`config.mk`:
```
export PLATFORM = sky130hd
export DESIGN_NAME = riscv_pipe_regs
export DESIGN_NICKNAME = d
export VERILOG_FILES = /design/src/rtl/riscv_pipe_regs.sv
export SDC_FILE = /design/constraint.sdc
export NUM_CORES = 1
export LEC_CHECK = 0
export ABC_AREA = 1
export CORE_AREA = 2 2 240 242
export CTS_BUF_LIST = sky130_fd_sc_hd__clkbuf_2 sky130_fd_sc_hd__clkbuf_4 sky130_fd_sc_hd__clkbuf_8
export CTS_CLUSTER_SIZE = 16
export DETAILED_ROUTE_END_ITERATION = 16
export DIE_AREA = 0 0 242 244
export GPL_TIMING_DRIVEN = 1
export PLACE_DENSITY = 0.6
export SYNTH_ARGS = -nofsm -noshare
export SYNTH_HDL_FRONTEND = slang
export SYNTH_SLANG_ARGS = --single-unit
```
`constraint.sdc`:
```
create_clock -name i_clk -period 1.58 [get_ports i_clk]
set_input_delay 0.158 -clock i_clk [delete_from_list [all_inputs] [get_ports i_clk]]
set_output_delay 0.158 -clock i_clk [all_outputs]
set_load 0.02 [all_outputs]
```
`src/rtl/riscv_pipe_regs.sv`:
```
// riscv_pipe_regs: pipeline registers of the 5-stage RV32I core.
// Holds the PC and the F/D, D/E, E/M and M/W registers, the E-stage operand
// forwarding muxes and the W-stage result mux. Stall, flush and forward
// selects come from the hazard unit; the rd/rs/reg_write/result_src fields
// of every stage go back to it.
//
// Reset is synchronous, active high, and overrides stall and flush.
// Flush beats stall when both target the same register.
// A D/E bubble has reg_write=0 and rd=0. It therefore never writes the
// regfile and never forwards a usable match as it drains through M and W.

module riscv_pipe_regs #(
   parameter int unsigned      XLEN     = 32,
   parameter logic [XLEN-1:0]  RESET_PC = '0,
   parameter int unsigned      CTRL_W   = 8
) (
   input  logic              i_clk,
   input  logic              i_rst,

   // hazard unit controls
   input  logic              i_stall_f,
   input  logic              i_stall_d,
   input  logic              i_flush_d,
   input  logic              i_flush_e,
   input  logic [1:0]        i_forward_a_e,
   input  logic [1:0]        i_forward_b_e,

   // fetch
   input  logic [XLEN-1:0]   i_pc_next_f,
   output logic [XLEN-1:0]   o_pc_f,
   input  logic [31:0]       i_instr_f,

   // decode
   output logic [31:0]       o_instr_d,
   output logic [XLEN-1:0]   o_pc_d,
   input  logic [4:0]        i_rs1_d,
   input  logic [4:0]        i_rs2_d,
   input  logic [4:0]        i_rd_d,
   input  logic [XLEN-1:0]   i_rd1_d,
   input  logic [XLEN-1:0]   i_rd2_d,
   input  logic [XLEN-1:0]   i_imm_d,
   input  logic              i_reg_write_d,
   input  logic              i_result_src_d,
   input  logic [CTRL_W-1:0] i_ctrl_d,

   // execute
   output logic [4:0]        o_rs1_e,
   output logic [4:0]        o_rs2_e,
   output logic [4:0]        o_rd_e,
   output logic              o_result_src_e,
   output logic              o_reg_write_e,
   output logic [CTRL_W-1:0] o_ctrl_e,
   output logic [XLEN-1:0]   o_imm_e,
   output logic [XLEN-1:0]   o_pc_e,
   output logic [XLEN-1:0]   o_src_a_e,
   output logic [XLEN-1:0]   o_write_data_e,
   input  logic [XLEN-1:0]   i_alu_result_e,

   // memory
   output logic [XLEN-1:0]   o_alu_result_m,
   output logic [XLEN-1:0]   o_write_data_m,
   output logic [4:0]        o_rd_m,
   output logic              o_reg_write_m,
   output logic              o_result_src_m,
   input  logic [XLEN-1:0]   i_read_data_m,

   // writeback
   output logic [4:0]        o_rd_w,
   output logic              o_reg_write_w,
   output logic [XLEN-1:0]   o_result_w
);

   // addi x0, x0, 0: the canonical RV32I NOP
   localparam logic [31:0] NOP_INSTR = 32'h0000_0013;

   // forwarding select encoding (11 falls back to the regfile)
   localparam logic [1:0] FWD_RF = 2'b00;
   localparam logic [1:0] FWD_W  = 2'b01;
   localparam logic [1:0] FWD_M  = 2'b10;

   // D/E operand values: only reach the outside through the forwarding muxes
   logic [XLEN-1:0] rd1_e;
   logic [XLEN-1:0] rd2_e;

   // M/W data-path fields feeding the result mux
   logic [XLEN-1:0] alu_result_w;
   logic [XLEN-1:0] read_data_w;
   logic            result_src_w;

   // PC register: hold while fetch is stalled
   always_ff @(posedge i_clk) begin
      if (i_rst) begin
         o_pc_f <= RESET_PC;
      end else if (!i_stall_f) begin
         o_pc_f <= i_pc_next_f;
      end
   end

   // F/D register: flush to NOP, otherwise hold on stall, otherwise advance
   always_ff @(posedge i_clk) begin
      if (i_rst) begin
         o_instr_d <= NOP_INSTR;
         o_pc_d    <= '0;
      end else if (i_flush_d) begin
         o_instr_d <= NOP_INSTR;
         o_pc_d    <= '0;
      end else if (!i_stall_d) begin
         o_instr_d <= i_instr_f;
         o_pc_d    <= o_pc_f;
      end
   end

   // D/E register: a flush inserts an all-zero bubble, otherwise capture decode
   always_ff @(posedge i_clk) begin
      if (i_rst || i_flush_e) begin
         o_rs1_e        <= '0;
         o_rs2_e        <= '0;
         o_rd_e         <= '0;
         rd1_e          <= '0;
         rd2_e          <= '0;
         o_imm_e        <= '0;
         o_pc_e         <= '0;
         o_ctrl_e       <= '0;
         o_reg_write_e  <= 1'b0;
         o_result_src_e <= 1'b0;
      end else begin
         o_rs1_e        <= i_rs1_d;
         o_rs2_e        <= i_rs2_d;
         o_rd_e         <= i_rd_d;
         rd1_e          <= i_rd1_d;
         rd2_e          <= i_rd2_d;
         o_imm_e        <= i_imm_d;
         o_pc_e         <= o_pc_d;
         o_ctrl_e       <= i_ctrl_d;
         o_reg_write_e  <= i_reg_write_d;
         o_result_src_e <= i_result_src_d;
      end
   end

   // source A forwarding: regfile, W result or M ALU result
   always_comb begin
      o_src_a_e = rd1_e;
      case (i_forward_a_e)
         FWD_W:   o_src_a_e = o_result_w;
         FWD_M:   o_src_a_e = o_alu_result_m;
         FWD_RF:  o_src_a_e = rd1_e;
         default: o_src_a_e = rd1_e;
      endcase
   end

   // source B / store-data forwarding, same encoding as source A
   always_comb begin
      o_write_data_e = rd2_e;
      case (i_forward_b_e)
         FWD_W:   o_write_data_e = o_result_w;
         FWD_M:   o_write_data_e = o_alu_result_m;
         FWD_RF:  o_write_data_e = rd2_e;
         default: o_write_data_e = rd2_e;
      endcase
   end

   // E/M register: always advances; store data is the forwarded rs2 value
   always_ff @(posedge i_clk) begin
      if (i_rst) begin
         o_alu_result_m <= '0;
         o_write_data_m <= '0;
         o_rd_m         <= '0;
         o_reg_write_m  <= 1'b0;
         o_result_src_m <= 1'b0;
      end else begin
         o_alu_result_m <= i_alu_result_e;
         o_write_data_m <= o_write_data_e;
         o_rd_m         <= o_rd_e;
         o_reg_write_m  <= o_reg_write_e;
         o_result_src_m <= o_result_src_e;
      end
   end

   // M/W register: always advances
   always_ff @(posedge i_clk) begin
      if (i_rst) begin
         alu_result_w  <= '0;
         read_data_w   <= '0;
         o_rd_w        <= '0;
         o_reg_write_w <= 1'b0;
         result_src_w  <= 1'b0;
      end else begin
         alu_result_w  <= o_alu_result_m;
         read_data_w   <= i_read_data_m;
         o_rd_w        <= o_rd_m;
         o_reg_write_w <= o_reg_write_m;
         result_src_w  <= o_result_src_m;
      end
   end

   // writeback mux: loads return memory data, everything else the ALU result
   always_comb begin
      o_result_w = result_src_w ? read_data_w : alu_result_w;
   end

endmodule

```
Word-level counts from Yosys, hierarchy flattened
Cells that the tools add are included.
{"block": "totals", "elab_cells": 32, "out_inout_bits": 358, "inputBits": 259, "register_bits": 391}
{"block": "classes", "eq_ne": 4, "n_reduce_logical": 2, "mux": 3}
{"operator": "$pmux W32 S2", "count": 2}
{"operator": "$mux W32", "count": 1}
{"operator": "$eq A2 B1 Y1 const B", "count": 2}
{"operator": "$eq A2 B2 Y1 const B", "count": 2}
{"operator": "$reduce_or A2 Y1", "count": 1}
{"operator": "$logic_or A1 B1 Y1", "count": 1}

Logic depth before layout (Yosys ltp)
{"block": "depth", "word_depth": 2, "mapped_depth": 8, "depth_no_buf": 6}

Worst setup path before layout
No wires, ideal clock.
{"block": "synth_timing", "kind": "flip-flop to output port", "startpoint": "reg result_src_w", "endpoint": "out o_src_a_e[21]", "required_ps": 1422, "slack_ps": -199, "arrival_ps": 1621, "path_stages_with_launch": 6, "n_path_buf": 2, "cell_sequence": "dfxtp_1 buf_2 clkbuf_1 o21ai_0 nand2_1 a21oi_1"}
{"block": "synth_between", "elab_chain_len": 2}
{"element": "start, declared", "line": "88", "rtl": "logic result_src_w;"}
{"element": "start signal, assigned", "line": "192", "rtl": "result_src_w <= o_result_src_m;"}
{"element": "$mux W32", "line": "198", "rtl": "o_result_w = result_src_w ? read_data_w : alu_result_w;"}
{"element": "via o_result_w[21]", "line": "70", "rtl": "output logic [XLEN-1:0] o_result_w"}
{"element": "$pmux W32 S2", "line": "143", "rtl": "case (i_forward_a_e)"}
{"element": "end, declared", "line": "55", "rtl": "output logic [XLEN-1:0] o_src_a_e,"}
The timed path passes the listed nets, and every way through them passes these cells.

Worst setup path after layout
{"block": "layout_timing", "startpoint": "reg result_src_w", "endpoint": "out o_src_a_e[23]"}
{"block": "layout_between", "elab_chain_len": 2}
{"element": "$mux W32", "line": "198"}
{"element": "$pmux W32 S2", "line": "143"}
No other way between the ends.

==> summary.txt <==
Yosys
  • Seq/Total Area, Yosys: 55.5%
  • Largest family of logic cells by synthesized area: simple AND/OR/NAND/NOR gates
  • Synth Cell Area: around 0.014 mm2
  • Most frequent cells after synthesis: inv_1, dfxtp_1, nor2_1
  • Number of synthesized flops with an enable pin: 0
  • Synth Area in Compound Gates: 9.06%
  • Yosys reg bits: ~390
  • Multiplexer share of the synthesized area: 0%
  • Leading area contributor after synthesis: dfxtp_1
  • Most frequent cell after synthesis: inv_1
  • Post-synth ARST share: 0%
  • Syn_area_per_cell: 7.56 um2
  • Synth Instances: ~1900
  • Yosys top cell area share: 55.5%
  • Post-synth net total: ~2100
  • Synth Area in Simple Gates: 20.9%
  • Synth Area in XOR/XNOR: 0%
  • Synth Flop Type: dfxtp_1
  • Yosys cell types: 18
  • Post-synthesis adder-cell area fraction: 0.355%
  • Largest cells by area after synthesis: dfxtp_1, inv_1, nor2_1
  • Yosys warnings: 0

STA
  • Fmax: between 400 and 500 MHz
  • Clock skew: 21.3 ps
  • RSZ-0062 raised after global routing: yes
  • Setup WS post-layout: -570 ps
  • Slew at the pin closest to its max-slew limit: 579 ps
  • Min Hold Slack: 70.3 ps
  • Setup TNS: -41420 ps
  • # setup viols final: 96
  • Final slew viol count: 0
  • Rel. slew slack: 61.4%
  • Fin. Hold Viols: 0
  • Final Cycle Share: 136%
  • Tmin final: 2150 ps

Power and ir drop
  • Worst VDD drop: 0.739 mV
  • Power consumption: 25.9 mW
  • Leak Pwr: 15.8 nW
  • Power Density: 965 mW/mm2

Routing
  • Routed wire length per instance: around 17 um
  • Drt drc: 0
  • Post-DRT Antenna Nets: 0
  • DR vias: 15000
  • DRT iter0 DRCs: 629
  • Via density: 4.23
  • Total wire length: 60400 um
  • Pre-Repair DR Iteration Count: 5

Clock tree
  • CTS H-tree depth: 3
  • Clock buffer count from CTS: 72
  • Clk root buf: clkbuf_8
  • Deepest clock path buffer count: 3
  • Skew-Pair Late Insertion Delay: 640 ps
  • TritonCTS clock tree: yes
  • Clk slew on worst S/H paths: 50 ps
  • Sink Count: a little under 400

Setup path
  • Crit start category: flip-flop
  • R2R Path Start: result_src_w$_SDFF_PP0_
  • Setup slack, reg-to-reg: 40 ps
  • Required time of the critical path: 1420 ps
  • Reg2reg end: o_write_data_m[22]$_SDFF_PP0_
  • Reg2Reg Depth: 10
  • Kind of end point of the critical path: primary output
  • Worst EP arrival: 1990 ps
  • Crit Path Max Fanout: 7
  • CP Class: reg -> out

GRT
  • Initial antenna violation count: 6
  • Total congestion overflow: 0
  • Vias in the first global route: 15000
  • Largest net degree at the start of global routing: 96
  • First-pass GRT wire length: 86200 um
  • Total track usage: 18.8%

Placed design
  • Port buffer count: 616
  • Placed cell areas: 0.0219 mm2
  • Placed wire-length estimate: 41800 um
  • RePlAce Congestion: between 0.8 and 0.9
  • Placed cells: 3257
  • Dpl ws: -842 ps

Layout
  • Final Cell Area: 0.0268 mm2
  • Final Instance Count excl. Fillers: approximately 3600
  • Fill cell count: about 5300
  • Fin nets: between 3000 and 4000
  • Area growth from synthesis to layout: 90.4%
  • Share of cells above drive strength 1: 23.7%
  • Post-layout util: between 40 and 50%

Hold path
  • Hold Path Origin: i_read_data_m[31]
  • Worst Hold Class: in -> reg
  • Hold path depth: 3
  • Worst Hold Path EP: read_data_w[31]$_SDFF_PP0_

Die
  • Rows: just under 90
  • Initial Util: 25.1%
  • Ports: between 600 and 700
  • Area of the core: approximately 0.056 mm2
  • Die width: 242 um
  • Die height: 244 um
  • Die area: 0.0590 mm2

Flow run
  • Max Cap Viol: 0

Outcome
  • Status: finished with violations
  • Failing checks: negative setup slack
## timing repair
action | CTS | global route
cloned | 2 | 7
buffers inserted | 14 | 37
gates resized for setup | 581 | 489
pin swaps | 11 | 62
hold buffers | 129 | 0
hold endpoints to repair | 141 | 0
setup endpoints to repair | 352 | 355
## worst max path at each step
stage	slack, ps	cells after the start	startpoint	end
after global placement	-850	9	i_forward_b_e[0]	o_write_data_e[24]
final	-570	7	result_src_w$_SDFF_PP0_	o_src_a_e[23]
after global routing	-680	9	result_src_w$_SDFF_PP0_	o_write_data_e[22]
after CTS	-750	9	result_src_w$_SDFF_PP0_	o_write_data_e[29]
after detailed placement	-840	7	i_forward_a_e[1]	o_src_a_e[30]
after floorplan	-180	5	result_src_w$_SDFF_PP0_	o_src_a_e[10]
## worst max-delay path: stages, from the launching register on
cell,delay (ps)
dfxtp_4,380
buf_12,160
clkbuf_16,160
buf_4,140
o21ai_4,140
nand2_1,90
a21oi_2,170
buf_6,140
## power by group
part           internal [mW]  total [mW]  switching (mW)  leakage (nW)
registers               10.3        10.6           0.240          3.22
logic                   2.50        5.11            2.61          11.8
clock network           5.81        10.2            4.41         0.806
## layer usage
metal  track usage, %  vias to the layer above  routed length, um
li1                 -                     7242                  -
met1             20.0                     7005              22200
met2             32.4                      627              29400
met3             6.74                      149               5320
met4             11.0                        8               3420
met5                0                        -                 51
## registers in the layout, indices dropped and copies added, names as in the netlist, 5 cells and up
name,count
alu_result_w,32
o_alu_result_m,32
o_imm_e,32
o_instr_d,32
o_pc_d,32
o_pc_e,32
o_pc_f,32
o_write_data_m,32
rd1_e,32
rd2_e,32
read_data_w,32
o_ctrl_e,8
o_rd_e,5
o_rd_m,5
o_rd_w,5
o_rs1_e,5
o_rs2_e,5
## cell type report
type                       count  area [um2]  share of cell area [%]
timing repair buffer         912        9910                    36.9
sequential                   391        7840                    29.2
multi-input combinational    971        5090                    19.0
inverter                     402        1520                    5.66
clock buffer                 112        1440                    5.37
tap                          756         946                    3.53
clock inverter                11        82.6                   0.308
antenna                        1        2.50                 0.00933
## cells by family after synthesis
family                   after synthesis
AO/OA/AOI/OAI                        255
adder cells (fa/ha/maj)                4
buffers and inverters                503
flip-flops                           391
AND/OR/NAND/NOR                      712
## placed cells by master, fill, tap and decap left out, drive strengths merged
cell type | synthesis | final
clkdlybuf4s15 | 0 | 2
clkdlybuf4s50 | 0 | 254
o21ai | 125 | 125
dfxtp | 391 | 391
buf | 32 | 262
diode | 0 | 1
nor2 | 446 | 446
dlygate4sd3 | 0 | 129
nand2 | 230 | 230
dlymetal6s2s | 0 | 247
inv | 401 | 402
clkbuf | 69 | 130
a21oi | 130 | 130
ha | 4 | 4
or2 | 1 | 1
clkinvlp | 0 | 4
nand3 | 35 | 35
clkinv | 1 | 7
(Power assumes the default switching activity.)
==> patch 1, RTL diff (config.mk and constraints unchanged) <==
Reset style: asynchronous (`i_rst`), changed in 4 clocked blocks.
--- a/src/rtl/riscv_pipe_regs.sv
+++ b/src/rtl/riscv_pipe_regs.sv
@@ -90,3 +90,3 @@
    // PC register: hold while fetch is stalled
-   always_ff @(posedge i_clk) begin
+   always_ff @(posedge i_clk or posedge i_rst) begin
       if (i_rst) begin
@@ -99,3 +99,3 @@
    // F/D register: flush to NOP, otherwise hold on stall, otherwise advance
-   always_ff @(posedge i_clk) begin
+   always_ff @(posedge i_clk or posedge i_rst) begin
       if (i_rst) begin
@@ -162,3 +162,3 @@
    // E/M register: always advances; store data is the forwarded rs2 value
-   always_ff @(posedge i_clk) begin
+   always_ff @(posedge i_clk or posedge i_rst) begin
       if (i_rst) begin
@@ -179,3 +179,3 @@
    // M/W register: always advances
-   always_ff @(posedge i_clk) begin
+   always_ff @(posedge i_clk or posedge i_rst) begin
       if (i_rst) begin
Behaviour: differs if i_rst is asserted again (counterexample within 4 cycles, from zero or initial values and one cycle with i_rst high); with i_rst held inactive, the same outputs for 4 cycles.
==> patch 1 against the original RTL <==
The run still ends with negative setup slack left. Wire length rose by 3.7%. Power is 6.4% higher. Area after synthesis fell by 0.15%. Utilization increased by 1.1 points. Critical path depth unchanged. First-iteration DRC count fell by 3.5%. Setup slack lost 0.10 ns. Sequential cell count is the same. Die area did not move. Sequential share of layout area increased by 3.7 points. Final area is 2.2% higher. Combinational power increased by 21%. Critical endpoint is now o_write_data_e[21].
==> patch 1: results (changes against the original RTL) <==
Pre-CTS setup slack -> -0.830 ns (was -0.842 ns)
Hold slack -> 0.0557 ns (was 0.0703 ns)
Worst Skew -> 0.0562 ns (was 0.0213 ns)
Worst Slack Setup Final -> -0.675 ns (was -0.570 ns)
Failing checks -> negative setup slack (unchanged)
LEAKAGE -> 15.4 nW (was 15.8 nW)
Synth Flop Type -> dfrtp_1 (was dfxtp_1)
H-tree depth -> 3 (unchanged)
Antenna violations before repair -> 7 (was 6)
Slew @ Worst Pin -> 0.413 ns (was 0.579 ns)
Syn Nets -> 1,686 (was 2,128)
Synth Warn # -> 0 (unchanged)
Final layout net count -> 2,612 (was 3,013)
Hold Path Sink -> read_data_w[3] (was read_data_w[31])
Max VDD drop -> 647 uV (was 739 uV)
Clk slew on worst S/H paths -> 0.06 ns
Status -> finished with violations (unchanged)
Via Count -> 13,600 (was 15,000)
Area contributors post-synth -> dfrtp_1 (42%), dfxtp_1 (22%), inv_1 (6.9%), a21oi_1 (5.7%), nor2_4 (5.6%) (was dfxtp_1 (56%), inv_1 (11%), nor2_1 (10%), nand2_1 (6.1%), a21oi_1 (4.6%))
Commonest cells post-synth -> inv_1 (258), dfrtp_1 (235), nor2_1 (188), a21oi_1 (159), dfxtp_1 (153) (was inv_1 (401), dfxtp_1 (391), nor2_1 (375), nand2_1 (230), a21oi_1 (130))
Min-Delay Startpoint -> i_read_data_m[3] (was i_read_data_m[31])
Sequential share of the synthesized area -> 0.641 (was 0.555)
DRT iter0 DRCs -> 607 (was 629)
Clk_lat worst skew -> 0.66 ns (was 0.64 ns)
Setup_tns -> -49.72 ns (was -41.42 ns)
Final setup vio count -> 98 (was 96)
First-pass DRT Iterations -> 4 (was 5)
Pin count of the biggest net entering global routing -> 45 (was 96)
Async S/R FF share, synth -> 0.609 (was 0)
Fillcell total -> 4,930 (was 5,266)
Net Switching -> 7.95 mW (was 7.26 mW)
First-pass GRT wire length -> 88.6 mm (was 86.2 mm)
Worst hold stages -> 1 (was 3)
Hold Crit Class -> in2reg (unchanged)
Yosys cell types -> 24 (was 18)
CTS Buf Count -> 73 (was 72)
Longest Clk Path Bufs -> 3 (unchanged)
Critical Path AT -> 2.10 ns (was 1.99 ns)
Worst-path fanout max -> 11 (was 7)
Detail-routed net length per standard cell -> 19.8 um (was 17.0 um)
HPWL after DPL -> 43.7 mm (was 41.8 mm)
Layout cells sized above 1 -> 0.297 (was 0.237)
Avg Synthesized Cell Area -> 9.89 um2 (was 7.56 um2)
Critical path startpoint -> result_src_w (unchanged)
GP Congestion -> 0.873 (was 0.859)
Reg2reg setup slack -> -0.04 ns (was 0.04 ns)
Area after DPL -> 0.0219 mm2 (about the same)
WL final -> 62.6 mm (was 60.4 mm)
GRT Util Overall -> 0.200 (was 0.188)
Placed insts -> 2,830 (was 3,257)
Worst R2R End -> o_write_data_m[18] (was o_write_data_m[22])
[patch 1: cell types whose count changed after synthesis, sizes merged, moves of 31 or more]
| cell | delta |
|---|---|
| nand2 | -77 |
| nor2 | -188 |
| dfrtp | +235 |
| o22ai | +31 |
| and2 | +32 |
| clkbuf | -40 |
| dfxtp | -238 |
| inv | -142 |
| o21ai | -124 |
[patch 1: worst max path at each step]
stage,endpoint,cells past startpoint
2_1_floorplan,alu_result_w[0],1
3_3_place_gp,o_write_data_e[5],8
3_5_place_dp,o_src_a_e[23],7
4_1_cts,o_src_a_e[16],6
5_1_grt,o_write_data_e[21],7
6_report,o_write_data_e[21],7
[patch 1: worst max-delay path, cell delays in order (launching register included)]
cell and delay (ns):
dfrtp_2 0.46, buf_12 0.17, buf_4 0.16, buf_4 0.15, nand2_2 0.08, nand3_1 0.10
a21oi_2 0.22, buf_6 0.15
[patch 1: cell type report]
class | instances | area share
antenna | 1 | 0.0000913
clock buffer | 124 | 0.0540
clock inverter | 11 | 0.00456
inverter | 259 | 0.0357
multi-input combinational | 704 | 0.178
sequential | 391 | 0.329
tap | 756 | 0.0345
timing repair buffer | 920 | 0.364
[patch 1: cell families (layout without fill, tap and decap cells)]
kind of cell             after synthesis  count (layout)  share of synthesized area
multiplexers                           1               1                   0.000800
buffers and inverters                328            1314                     0.0991
AND/OR/NAND/NOR                      508             508                      0.185
AO/OA/AOI/OAI                        191             191                     0.0707
adder cells (fa/ha/maj)                4               4                    0.00356
flip-flops                           391             391                      0.641
other                                  0               1                          0
[patch 1: routing by layer]
metal,vias up,GRT usage,part of all wire
met5,-,0,0.0010
met4,10,0.0717,0.041
met3,162,0.0743,0.091
met2,656,0.348,0.50
met1,6568,0.223,0.36
li1,6189,-,-
[patch 1: through the flow]
step | power [mW] | utilization
2_1_floorplan | 13.1 | -
3_3_place_gp | 16.2 | 0.390
3_5_place_dp | 16.2 | 0.390
4_1_cts | 27.5 | 0.464
5_1_grt | 28.7 | 0.488
6_report | 27.5 | 0.488
[patch 1: timing repair]
item	4_1_cts	5_1_grt
endpoints found under the hold margin	175	0
pin swaps	35	47
gates cloned	4	0
setup endpoints to repair	353	353
setup buffers	26	23
resized for setup	671	469
hold buffers	148	0
[patch 1: power by group through the flow]
stage / Combinational [mW] / Sequential [mW] / Clock [mW]
2_1_floorplan: 1.65 / 11.5 / 0
3_3_place_gp: 5.17 / 11.0 / 0
3_5_place_dp: 5.19 / 11.0 / 0
4_1_cts: 5.88 / 10.8 / 10.8
5_1_grt: 6.51 / 10.9 / 11.3
6_report: 6.17 / 10.8 / 10.5
==> patch 2, RTL diff (same flow settings) <==
Made on the original files. Change the parameter `CTRL_W` from 8 to 12.
--- a/src/rtl/riscv_pipe_regs.sv
+++ b/src/rtl/riscv_pipe_regs.sv
@@ -14,3 +14,3 @@
    parameter logic [XLEN-1:0]  RESET_PC = '0,
-   parameter int unsigned      CTRL_W   = 8
+   parameter int unsigned      CTRL_W   = 12
 ) (
Ports: changed (resized i_ctrl_d and o_ctrl_e); port bits go from 617 to 625. No check against the original RTL was run, so the function may have changed too.
==> patch 2 against the original RTL <==
Power up 1.1%. Hold slack worse by 0.011 ns. Final cell count down 0.25%. Sequential cell count up 4. Final area down 2.3%. Setup slack worse by 0.062 ns. Via count down 1.7%. Largest power group unchanged. The run still ends with negative setup slack left. Area after synthesis up 5.7%. Wire length down 2.6%.
==> patch 2: results (changes against the original RTL) <==
Status -> finished with violations (unchanged)
Failing checks -> negative setup slack (unchanged)
Via density -> 4.16 (was 4.23)
Final setup vio count -> 96 (unchanged)
First-pass DRT Iterations -> 7 (was 5)
Post-Syn Instances -> 1,881 (was 1,865)
Final layout net count -> 3,002 (was 3,013)
Worst rel slew slack -> 0.599 (was 0.614)
Antenna violations before repair -> 5 (was 6)
Worst Slack Setup Final -> -0.632 ns (was -0.570 ns)
Commonest cells post-synth -> inv_1 (408), dfxtp_1 (395), nor2_1 (290), nand2_1 (288), a21oi_1 (159) (was inv_1 (401), dfxtp_1 (391), nor2_1 (375), nand2_1 (230), a21oi_1 (130))
Met1 wire length -> 22.3 mm (was 22.2 mm)
Layout cells sized above 1 -> 0.275 (was 0.237)
Syn Nets -> 2,148 (was 2,128)
GP Congestion -> 0.897 (was 0.859)
Pin count of the biggest net entering global routing -> 72 (was 96)
GR Util met3 -> 0.0691 (was 0.0674)
DRT iter0 DRCs -> 598 (was 629)
Setup_tns -> -43.12 ns (was -41.42 ns)
Worst Skew -> 0.0357 ns (was 0.0213 ns)
LEAKAGE -> 12.3 nW (was 15.8 nW)
First-pass GRT wire length -> 88.1 mm (was 86.2 mm)
CTS Buf Count -> 74 (was 72)
Area after DPL -> 0.0227 mm2 (was 0.0219 mm2)
Clk slew on worst S/H paths -> 0.06 ns
Pre-CTS setup slack -> -0.812 ns (was -0.842 ns)
Met2 usage -> 0.339 (was 0.324)
Setup crit end -> o_write_data_e[29] (was o_src_a_e[23])
Hold Crit Class -> in2reg (unchanged)
Max VDD drop -> 631 uV (was 739 uV)
Number of global-route vias before repair -> 15,300 (was 15,000)
Longest Clk Path Bufs -> 3 (unchanged)
Placed insts -> 3,283 (was 3,257)
Total power -> 26.2 mW (was 25.9 mW)
Routed wl met3 -> 4.83 mm (was 5.32 mm)
H-tree depth -> 3 (unchanged)
Area contributors post-synth -> dfxtp_1 (53%), inv_1 (10%), nor2_4 (7.6%), nor2_1 (7.3%), nand2_1 (7.3%) (was dfxtp_1 (56%), inv_1 (11%), nor2_1 (10%), nand2_1 (6.1%), a21oi_1 (4.6%))
Synth Area in Compound Gates -> 0.0859 (was 0.0906)
Detail Route met2 WL -> 29.2 mm (was 29.4 mm)
Adder-Cell Fraction of Synth Area -> 0.00336 (was 0.00355)
Reg2reg setup slack -> 0.07 ns (was 0.04 ns)
Detail-routed net length per standard cell -> 16.6 um (was 17.0 um)
Net Switching -> 7.35 mW (was 7.26 mW)
Met1 Usage GRT -> 0.207 (was 0.200)
Sequential share of the synthesized area -> 0.531 (was 0.555)
Max-slew violation count -> 0 (unchanged)
Critical Path AT -> 2.05 ns (was 1.99 ns)
Yosys cell types -> 19 (was 18)
WL final -> 58.8 mm (was 60.4 mm)
Comb. pwr -> 4.86 mW (was 5.11 mW)
patch 2: cell count changes after synthesis, sizes merged:
| cell | unedited run | this run |
|---|---|---|
| nor2 | 446 | 391 |
| o21ai | 125 | 95 |
| clkbuf | 69 | 55 |
| a21oi | 130 | 159 |
| a211oi | 0 | 1 |
| buf | 32 | 49 |
| inv | 401 | 408 |
| clkinv | 1 | 0 |
| dfxtp | 391 | 395 |
| nand2 | 230 | 288 |
patch 2: cell type report:
type                            count  area (um2)
Fill cell                        5386       30000
Timing Repair Buffer              882        8680
Sequential cell                   395        7960
Multi-Input combinational cell    974        5480
Inverter                          408        1540
Clock buffer                      115        1420
Tap cell                          756         946
Clock inverter                     15         185
Antenna cell                        2        5.00
patch 2: how the worst min path moves through the flow:
stage | from | to | slack, ns | cells after the start
after global placement | o_rd_m[4] | o_rd_w[4] | 0.41 | 2
after global routing | i_ctrl_d[2] | o_ctrl_e[2] | 0.01 | 3
after floorplan | i_alu_result_e[0] | o_alu_result_m[0] | 0.26 | 2
final | i_instr_f[7] | o_instr_d[7] | 0.06 | 3
after CTS | i_rd2_d[13] | rd2_e[13] | 0.0009 | 3
after detailed placement | o_rd_e[2] | o_rd_m[2] | 0.41 | 2
patch 2: worst max-delay path: stages, from the launching register on:
cell        delay (ns)
dfxtp_4           0.42
buf_12            0.12
clkinvlp_4        0.11
buf_12            0.16
buf_16            0.16
nand2_4           0.06
nand3_2           0.05
nand2_1           0.07
nand2_2           0.07
inv_2             0.10
buf_6             0.12
patch 2: repair_timing:
item                       4_1_cts  5_1_grt
pin swaps                       26       20
hold buffers                   113        0
gates cloned                     6        1
hold endpoints to repair       134        0
gates resized for setup       1065      198
buffers inserted                11       11
setup endpoints to repair      358      143
